==> config.mk <==
export PLATFORM = sky130hd
export DESIGN_NAME = mem_port_arbiter
export DESIGN_NICKNAME = d
export VERILOG_FILES = /design/src/rtl/mem_port_arbiter.sv
export SDC_FILE = /design/constraint.sdc
export NUM_CORES = 1
export LEC_CHECK = 0
export BUFFER_PORTS_ARGS = -buffer_cell sky130_fd_sc_hd__buf_4
export CAP_MARGIN = 20
export CORE_ASPECT_RATIO = 1.4
export CORE_MARGIN = 5
export CORE_UTILIZATION = 38
export CTS_BUF_LIST = sky130_fd_sc_hd__clkbuf_2
export DETAILED_ROUTE_END_ITERATION = 6
export PLACE_DENSITY = 0.95
export SLEW_MARGIN = 20
export SYNTH_ARGS = -nofsm -noshare
export SYNTH_HDL_FRONTEND = slang
export SYNTH_SLANG_ARGS = --single-unit
==> constraint.sdc <==
create_clock -name clk -period 2.7 [get_ports clk]
set_input_delay 0.405 -clock clk [delete_from_list [all_inputs] [get_ports clk]]
set_output_delay 0.405 -clock clk [all_outputs]
set_load 0.05 [all_outputs]
==> src/rtl/mem_port_arbiter.sv <==
// Single-port memory arbiter for the data path, instruction fetch and the
// external loader/debug port. Combinational grant, registered read return.
// The external port has a starvation override and a capped locked burst
// that ends in a one-cycle cooldown.
module mem_port_arbiter #(
  parameter int AW        = 16,
  parameter int DW        = 16,
  parameter int MAX_WAIT  = 8,
  parameter int BURST_MAX = 16
) (
  input  logic          clk,
  input  logic          reset,
  input  logic          d_req,
  input  logic          d_we,
  input  logic [AW-1:0] d_addr,
  input  logic [DW-1:0] d_wdata,
  output logic          d_gnt,
  output logic          d_rvalid,
  input  logic          f_req,
  input  logic [AW-1:0] f_addr,
  output logic          f_gnt,
  output logic          f_rvalid,
  input  logic          x_req,
  input  logic          x_we,
  input  logic          x_lock,
  input  logic [AW-1:0] x_addr,
  input  logic [DW-1:0] x_wdata,
  output logic          x_gnt,
  output logic          x_rvalid,
  output logic [DW-1:0] rdata,
  output logic          mem_en,
  output logic          mem_we,
  output logic [AW-1:0] mem_addr,
  output logic [DW-1:0] mem_wdata,
  input  logic [DW-1:0] mem_rdata
);

  localparam int WW = $clog2(MAX_WAIT + 1);
  localparam int BW = $clog2(BURST_MAX + 1);
  localparam logic [WW-1:0] WAIT_LIM  = WW'(MAX_WAIT);
  localparam logic [BW-1:0] BURST_LIM = BW'(BURST_MAX);

  typedef enum logic [1:0] {ST_OPEN, ST_LOCKED, ST_COOL} state_t;
  typedef enum logic [1:0] {OWN_D, OWN_F, OWN_X} owner_t;

  state_t        state_q, state_d;
  logic [WW-1:0] wait_q, wait_d;
  logic [BW-1:0] burst_q, burst_d, burst_inc;
  owner_t        owner_q, owner_d;
  logic          rd_q, rd_d;

  // Fixed-priority grant; an unlocked LOCKED state releases in the same cycle.
  always_comb begin
    d_gnt = 1'b0;
    f_gnt = 1'b0;
    x_gnt = 1'b0;
    if (!reset) begin
      if (state_q == ST_LOCKED && x_req && x_lock)                   x_gnt = 1'b1;
      else if (x_req && wait_q == WAIT_LIM && state_q != ST_COOL)    x_gnt = 1'b1;
      else if (d_req)                                                d_gnt = 1'b1;
      else if (f_req)                                                f_gnt = 1'b1;
      else if (x_req && state_q != ST_COOL)                          x_gnt = 1'b1;
    end
  end

  // Steer the winner onto the RAM port; idle port parks on the data path.
  always_comb begin
    mem_en    = d_gnt | f_gnt | x_gnt;
    mem_we    = 1'b0;
    mem_addr  = d_addr;
    mem_wdata = d_wdata;
    owner_d   = OWN_D;
    if (x_gnt) begin
      mem_we    = x_we;
      mem_addr  = x_addr;
      mem_wdata = x_wdata;
      owner_d   = OWN_X;
    end else if (f_gnt) begin
      mem_addr  = f_addr;
      owner_d   = OWN_F;
    end else if (d_gnt) begin
      mem_we    = d_we;
    end
    rd_d = mem_en & ~mem_we;
  end

  // Starvation counter and burst state machine next-state.
  always_comb begin
    wait_d    = wait_q;
    state_d   = state_q;
    burst_d   = burst_q;
    burst_inc = burst_q + BW'(1);
    if (x_gnt || !x_req)        wait_d = '0;
    else if (wait_q != WAIT_LIM) wait_d = wait_q + WW'(1);
    case (state_q)
      ST_OPEN: begin
        if (x_gnt && x_lock) begin
          burst_d = BW'(1);
          state_d = (BURST_MAX == 1) ? ST_COOL : ST_LOCKED;
        end
      end
      ST_LOCKED: begin
        if (!x_req || !x_lock) begin
          state_d = ST_OPEN;
          burst_d = '0;
        end else if (x_gnt) begin
          burst_d = burst_inc;
          if (burst_inc == BURST_LIM) state_d = ST_COOL;
        end
      end
      ST_COOL: begin
        state_d = ST_OPEN;
        burst_d = '0;
      end
      default: begin
        state_d = ST_OPEN;
        burst_d = '0;
      end
    endcase
  end

  // State registers; reset also discards any read in flight.
  always_ff @(posedge clk or posedge reset) begin
    if (reset) begin
      state_q <= ST_OPEN;
      wait_q  <= '0;
      burst_q <= '0;
      owner_q <= OWN_D;
      rd_q    <= 1'b0;
    end else begin
      state_q <= state_d;
      wait_q  <= wait_d;
      burst_q <= burst_d;
      owner_q <= owner_d;
      rd_q    <= rd_d;
    end
  end

  assign d_rvalid = rd_q && (owner_q == OWN_D);
  assign f_rvalid = rd_q && (owner_q == OWN_F);
  assign x_rvalid = rd_q && (owner_q == OWN_X);
  assign rdata    = mem_rdata;

endmodule

==> results of run 1 <==
[final timing paths]
kind                            slack, ns       start  cells after the start          end
min in group clk                     0.40        d_we                      3         rd_q
worst min register to register       0.55  burst_q[4]                      1   burst_q[4]
max in group asynchronous            2.32       reset                      3   burst_q[1]
worst max register to register       0.65  state_q[1]                      5   burst_q[3]
worst max-delay path                 0.01   wait_q[0]                      8  mem_addr[1]
worst min-delay path                 0.21       reset                      3    wait_q[3]
[metrics by stage]
| stage | TNS (ns) | hold WS (ns) | worst slack (ns) |
|---|---|---|---|
| after floorplan | 0 | 0.316 | 0.0831 |
| after global placement | 0 | 0.487 | 0.0883 |
| after detailed placement | 0 | 0.500 | 0.0365 |
| after CTS | 0 | 0.189 | 0.0101 |
| after global routing | -0.644 | 0.217 | -0.0540 |
| final | 0 | 0.206 | 0.0132 |
[layout make-up]
type / instances / area (um2) / share of cell area
timing repair buffer: 141 / 1150 / 0.416
sequential: 14 / 350 / 0.127
clock inverter: 1 / 3.75 / 0.00136
clock buffer: 3 / 15.0 / 0.00542
inverter: 7 / 33.8 / 0.0122
tap: 45 / 56.3 / 0.0203
multi-input combinational: 122 / 1160 / 0.418
[cells in the mapped netlist (4+ instances only)]
master    count  share of area
nand3_1       6          0.018
mux2_2        9          0.061
and3_1        7          0.027
buf_2         5          0.015
o221a_2      15           0.10
mux2_4        8          0.073
buf_4        16          0.073
dfrtp_1      14           0.21
a21oi_1       5          0.015
ha_1          4          0.030
nand3b_1     18          0.082
nor2_1        4         0.0091
inv_1         6          0.014
[worst register-to-register path, cell delays in order, from the launching register on]
cell       delay (ns)
dfrtp_1          0.44
and4b_1          0.37
buf_4            0.20
o2111ai_1        0.28
and2_0           0.34
a211o_1          0.32
[power by group]
group / total [mW] / internal [mW] / switching [mW]
registers: 0.272 / 0.236 / 0.0364
logic: 0.752 / 0.338 / 0.414
clock network: 0.107 / 0.0322 / 0.0748
total: 1.13 / 0.606 / 0.525
[routing by layer]
metal / GRT usage / wire length [um]
met3: 0.0436 / 532
met4: 0.0245 / 120
met2: 0.346 / 3310
met1: 0.184 / 1890
met5: 0 / 0
[flip-flops by register name, indices dropped and copies added (netlist names)]
name     cells
wait_q       4
rd_q         1
state_q      2
owner_q      2
burst_q      5
[logic make-up after synthesis]
logic type,Yosys count,synth area share
AO/OA/AOI/OAI,40,0.225
XOR/XNOR,3,0.0159
adder cells (fa/ha/maj),4,0.0304
buffers and inverters,34,0.140
flip-flops,14,0.212
multiplexers,17,0.134
AND/OR/NAND/NOR,56,0.242
[repair_timing]
item	in CTS	in global routing
gates resized for setup	5	30
endpoints found under the setup margin	34	33
cloned	1	1
pin swaps	2	3
setup buffers	3	5
==> metrics, run 1 <==
CP arrival=2.28 ns; clk buf depth=2; Max Cap Viol=0; Port Buffer Count=127; Post-synth EDFFs=0; worst-path fanout max=16; Die W=65.7 um; CP required=2.30 ns; most frequent cells in the layout=116 x buf_4, 25 x buf_6, 18 x nand3b_1; most used cell, CP=buf_6; crit-path max cell delay=0.45 ns; Max Freq=0.372 GHz; CP Cell Sequence=inv_1 -> ha_1 -> and3b_2 -> or3_4 -> buf_6 -> nand3b_1 -> o221a_2 -> buf_6; ys async rst share=1.00; Tot GR Track Use=0.174; critical path startpoint category=register; status=complete, no violations; Hold WC Path Type=in2async; library cells used by synthesis=50; Routed WL=5850 um; Sink Count=14; critical path's top delay family=simple AND/OR/NAND/NOR gates; DPL Wire Length=4390 um; Final Power=1.13 mW; Vias/cell=5.60; final cycle utilization of the critical path=0.995; worst slew pin tran=0.748 ns; root buffer cell=clkbuf_2; global-route wire length before repair=8170 um; die height=87.9 um; RSZ-0062 raised after global routing=true; Warnings, synthesis=0; CP bufs+invs=3; slowest CP cell=or3_4; Layout area overhead=67.8%; crit end category=output pin; drt first pass iters=4; FP Rows=28; number of H-tree levels=1; vias in the first global route=1725; WS Path Type=reg2out; Filler cells=331; via count=1866; Setup Viol. Count Final=0; Syn Area/Cell=9.82 um2; initial antenna violation count=0; placement-stage cell area=2500 um2; Max IR drop VDD=0.221 mV; Die ar.=5780 um2; Mapped Area=1650 um2; Initial Util=0.392; Setup Skew=0.00266 ns; post-layout util=0.658; fin crit period=2.69 ns; Synth Flop Type=dfrtp_1; gpl congestion=0.804; # diodes=0; design area=2770 um2; Post-CTS Hold Buffers=0; #FFs+latches synth=14; number of DRC markers in iteration 0=101; Worst-path clk slew=0.15 ns; CTS Buf Count=3; Antenna Nets Post-Route=0; Final Hold Fails=0; total grt overflow=0; DRC viols=0; Nets=397; Core Footprint=4200 um2; # IOs=160; most common cell after layout, fill and taps aside=buf_4; CTS tree=yes; post-synthesis net count=276; P_leak=1.38 nW; Slew headroom=0.501; Wirelength per Cell=17.6 um; Post-Layout Cell Count=333; Syn Inst Count=168; Placed Instances=319; pin count of the biggest net entering global routing=20; sequential cell area fraction in the yosys report=0.212; clk_lat worst skew=0.28 ns; pwr dens=409 nW/um2; share of layout cells above drive strength 1=0.656; Max Transition Viols Final=0
(Power assumes the default switching activity.)
==> inputs of run 2 (changes only) <==
--- a/config.mk
+++ b/config.mk
@@ -12,6 +12,7 @@
 export CORE_UTILIZATION = 38
 export CTS_BUF_LIST = sky130_fd_sc_hd__clkbuf_2
 export DETAILED_ROUTE_END_ITERATION = 6
+export GPL_TIMING_DRIVEN = 0
 export PLACE_DENSITY = 0.95
 export SLEW_MARGIN = 20
 export SYNTH_ARGS = -nofsm -noshare
==> run 2 against run 1 <==
Net effect:
- the flow now finishes with violations (negative setup slack)
- first-iteration DRC count rose by 71%
- clock power shrank 4%
- worst hold slack got worse by 0.075 ns
- core utilization is 8.1 points higher
- via count rose by 13%
- largest cell class is now non-clock buffers
- register-to-register slack lost 0.20 ns
- flip-flop and latch count unchanged
- clock skew up 0.010 ns
- wire length increased by 21%
- setup slack lost 0.054 ns
- critical endpoint unchanged
==> metrics, run 2 (synthesis results as in run 1) <==
Placed Instances=356 (+12%); Max Transition Viols Final=0 (unchanged); Filler cells=290 (-12%); design area=3110 um2 (+12%); Setup Skew=0.0129 ns (+0.0102 ns); Setup Viol. Count Final=16 (+16); Initial Util=0.392 (unchanged); total grt overflow=0 (unchanged); FP Rows=28 (unchanged); Worst-path clk slew=0.15 ns (about the same); max FFs per register=5 (unchanged); CP arrival=2.34 ns (+0.06 ns); most common cell after layout, fill and taps aside=buf_4; Register Area=350 um2 (unchanged); Hold WC Path Type=in2async; critical path's top delay family=compound AO/OA/AOI/OAI gates; worst hold margin=0.131 ns (-0.0749 ns); RSZ-0062 raised after global routing=true; worst-path fanout max=10 (-6); most frequent cells in the layout=146 x buf_4, 30 x buf_6, 18 x nand3b_1; crit-path max cell delay=0.40 ns (-0.05 ns); number of H-tree levels=1 (unchanged); GRT busiest layer=met2; Reg with most FFs=burst_q; Vias/cell=5.63 (+0.39%); Die W=65.7 um (unchanged); share of layout cells above drive strength 1=0.705 (+0.0489); R2R Setup Slk=0.45 ns (-0.20 ns); crit end category=output pin; Post-Layout Cell Count=374 (+12%); Routed WL=7090 um (+21%); placement-stage cell area=2780 um2 (+11%); grt met3 use=0.0552 (+0.0116); via count=2104 (+13%); CTS tree=yes; failing checks=negative setup slack; P_leak=1.58 nW (+15%); status=finished with violations; final cycle utilization of the critical path=1.02 (+0.0202); Core Footprint=4200 um2 (unchanged); global-route wire length before repair=9370 um (+15%); # IOs=160 (unchanged); gpl congestion=0.816 (+1.5%); Antenna Nets Post-Route=0 (unchanged); Slew headroom=0.442 (-0.0596); Tot GR Track Use=0.200 (+0.0257); worst slew pin tran=0.838 ns (+0.0894 ns); die height=87.9 um (unchanged); post-layout util=0.740 (+0.0813); FF-to-FF End=burst_q[3]; initial antenna violation count=0 (unchanged); met2 Resource Use GR=0.396 (+0.0502); slowest CP cell=a311oi_4; Layout area overhead=88.5%; Max Cap Viol=0 (unchanged); critical path startpoint category=register; clk buf depth=2 (unchanged); pin count of the biggest net entering global routing=20 (unchanged); Wirelength per Cell=19.0 um (+7.9%); most used cell, CP=buf_6; Nets=438 (+10%); CTS Buf Count=3 (unchanged); Global Route met1 Usage=0.210 (+0.0261); WS Path Type=reg2out; Die ar.=5780 um2 (unchanged); CP Cell Sequence=inv_1 -> ha_1 -> and3b_2 -> a311oi_4 -> nand3b_4 -> buf_6 -> o221a_2 -> buf_6; # diodes=0 (unchanged); R2R cell count=8 (+3); pwr dens=406 nW/um2 (-0.67%); Multi-input gate area=1130 um2 (-2.2%); Max IR drop VDD=0.278 mV (+26%); Final Hold Fails=0 (unchanged); CP required=2.30 ns (about the same); Max Freq=0.365 GHz (-2.0%); DRC viols=0 (unchanged); drt first pass iters=4 (unchanged); worst r2r src=wait_q[0]; number of DRC markers in iteration 0=173 (+71%); CP bufs+invs=3 (unchanged); Setup WS post-layout=-0.0412 ns (-0.0544 ns); fin crit period=2.74 ns (+0.0544 ns); top flop regs=burst_q x5, wait_q x4; Port Buffer Count=143 (+13%); root buffer cell=clkbuf_2; Sink Count=14 (unchanged); vias in the first global route=1970 (+14%); clk_lat worst skew=0.28 ns (about the same); DPL Wire Length=5130 um (+17%)
run 2: layout make-up:
class / count / share of cell area
repair buffers: 160 / 0.427
well taps: 45 / 0.0181
inverters: 7 / 0.0149
flip-flops and latches: 14 / 0.113
clock buffers: 3 / 0.00483
multi-input cells: 120 / 0.364
plain buffers: 24 / 0.0571
clock inverters: 1 / 0.00121
run 2: through the flow:
step | TNS (ns) | worst slack, ns | total power, mW
after floorplan | 0 | 0.0831 | 0.794
after global placement | -0.592 | -0.0552 | 1.04
after detailed placement | -1.30 | -0.104 | 1.05
after CTS | 0 | 0.00337 | 1.19
after global routing | -2.16 | -0.134 | 1.32
final | -0.406 | -0.0412 | 1.26
run 2: worst max-delay path by stage:
stage,startpoint,end,slack (ns),cells past startpoint
2_1_floorplan,wait_q[0],mem_addr[5],0.08,9
3_3_place_gp,reset,mem_wdata[8],-0.06,9
3_5_place_dp,reset,mem_addr[5],-0.10,7
4_1_cts,wait_q[0],mem_addr[1],0.003,8
5_1_grt,wait_q[0],mem_addr[4],-0.13,8
6_report,wait_q[0],mem_addr[1],-0.04,8
run 2: report_power, final:
part	leakage (nW)	internal (mW)	total [mW]	switching, mW
clock network	0.0140	0.0322	0.103	0.0711
registers	0.187	0.236	0.268	0.0320
logic	1.38	0.401	0.891	0.490
total	1.58	0.669	1.26	0.593
run 2: what timing repair did:
| item | in CTS | in global routing |
|---|---|---|
| resized for setup | 19 | 38 |
| pin swaps | 3 | 2 |
| hold buffers | 0 | 0 |
| setup buffers | 6 | 11 |
| endpoints found under the setup margin | 36 | 32 |
run 2: per-layer routing:
metal | wire, um | up-vias | part of all wire
li1 | - | 965 | -
met1 | 2340 | 1003 | 0.33
met2 | 4010 | 124 | 0.56
met3 | 649 | 12 | 0.092
met4 | 99 | 0 | 0.014
met5 | 0 | - | 0
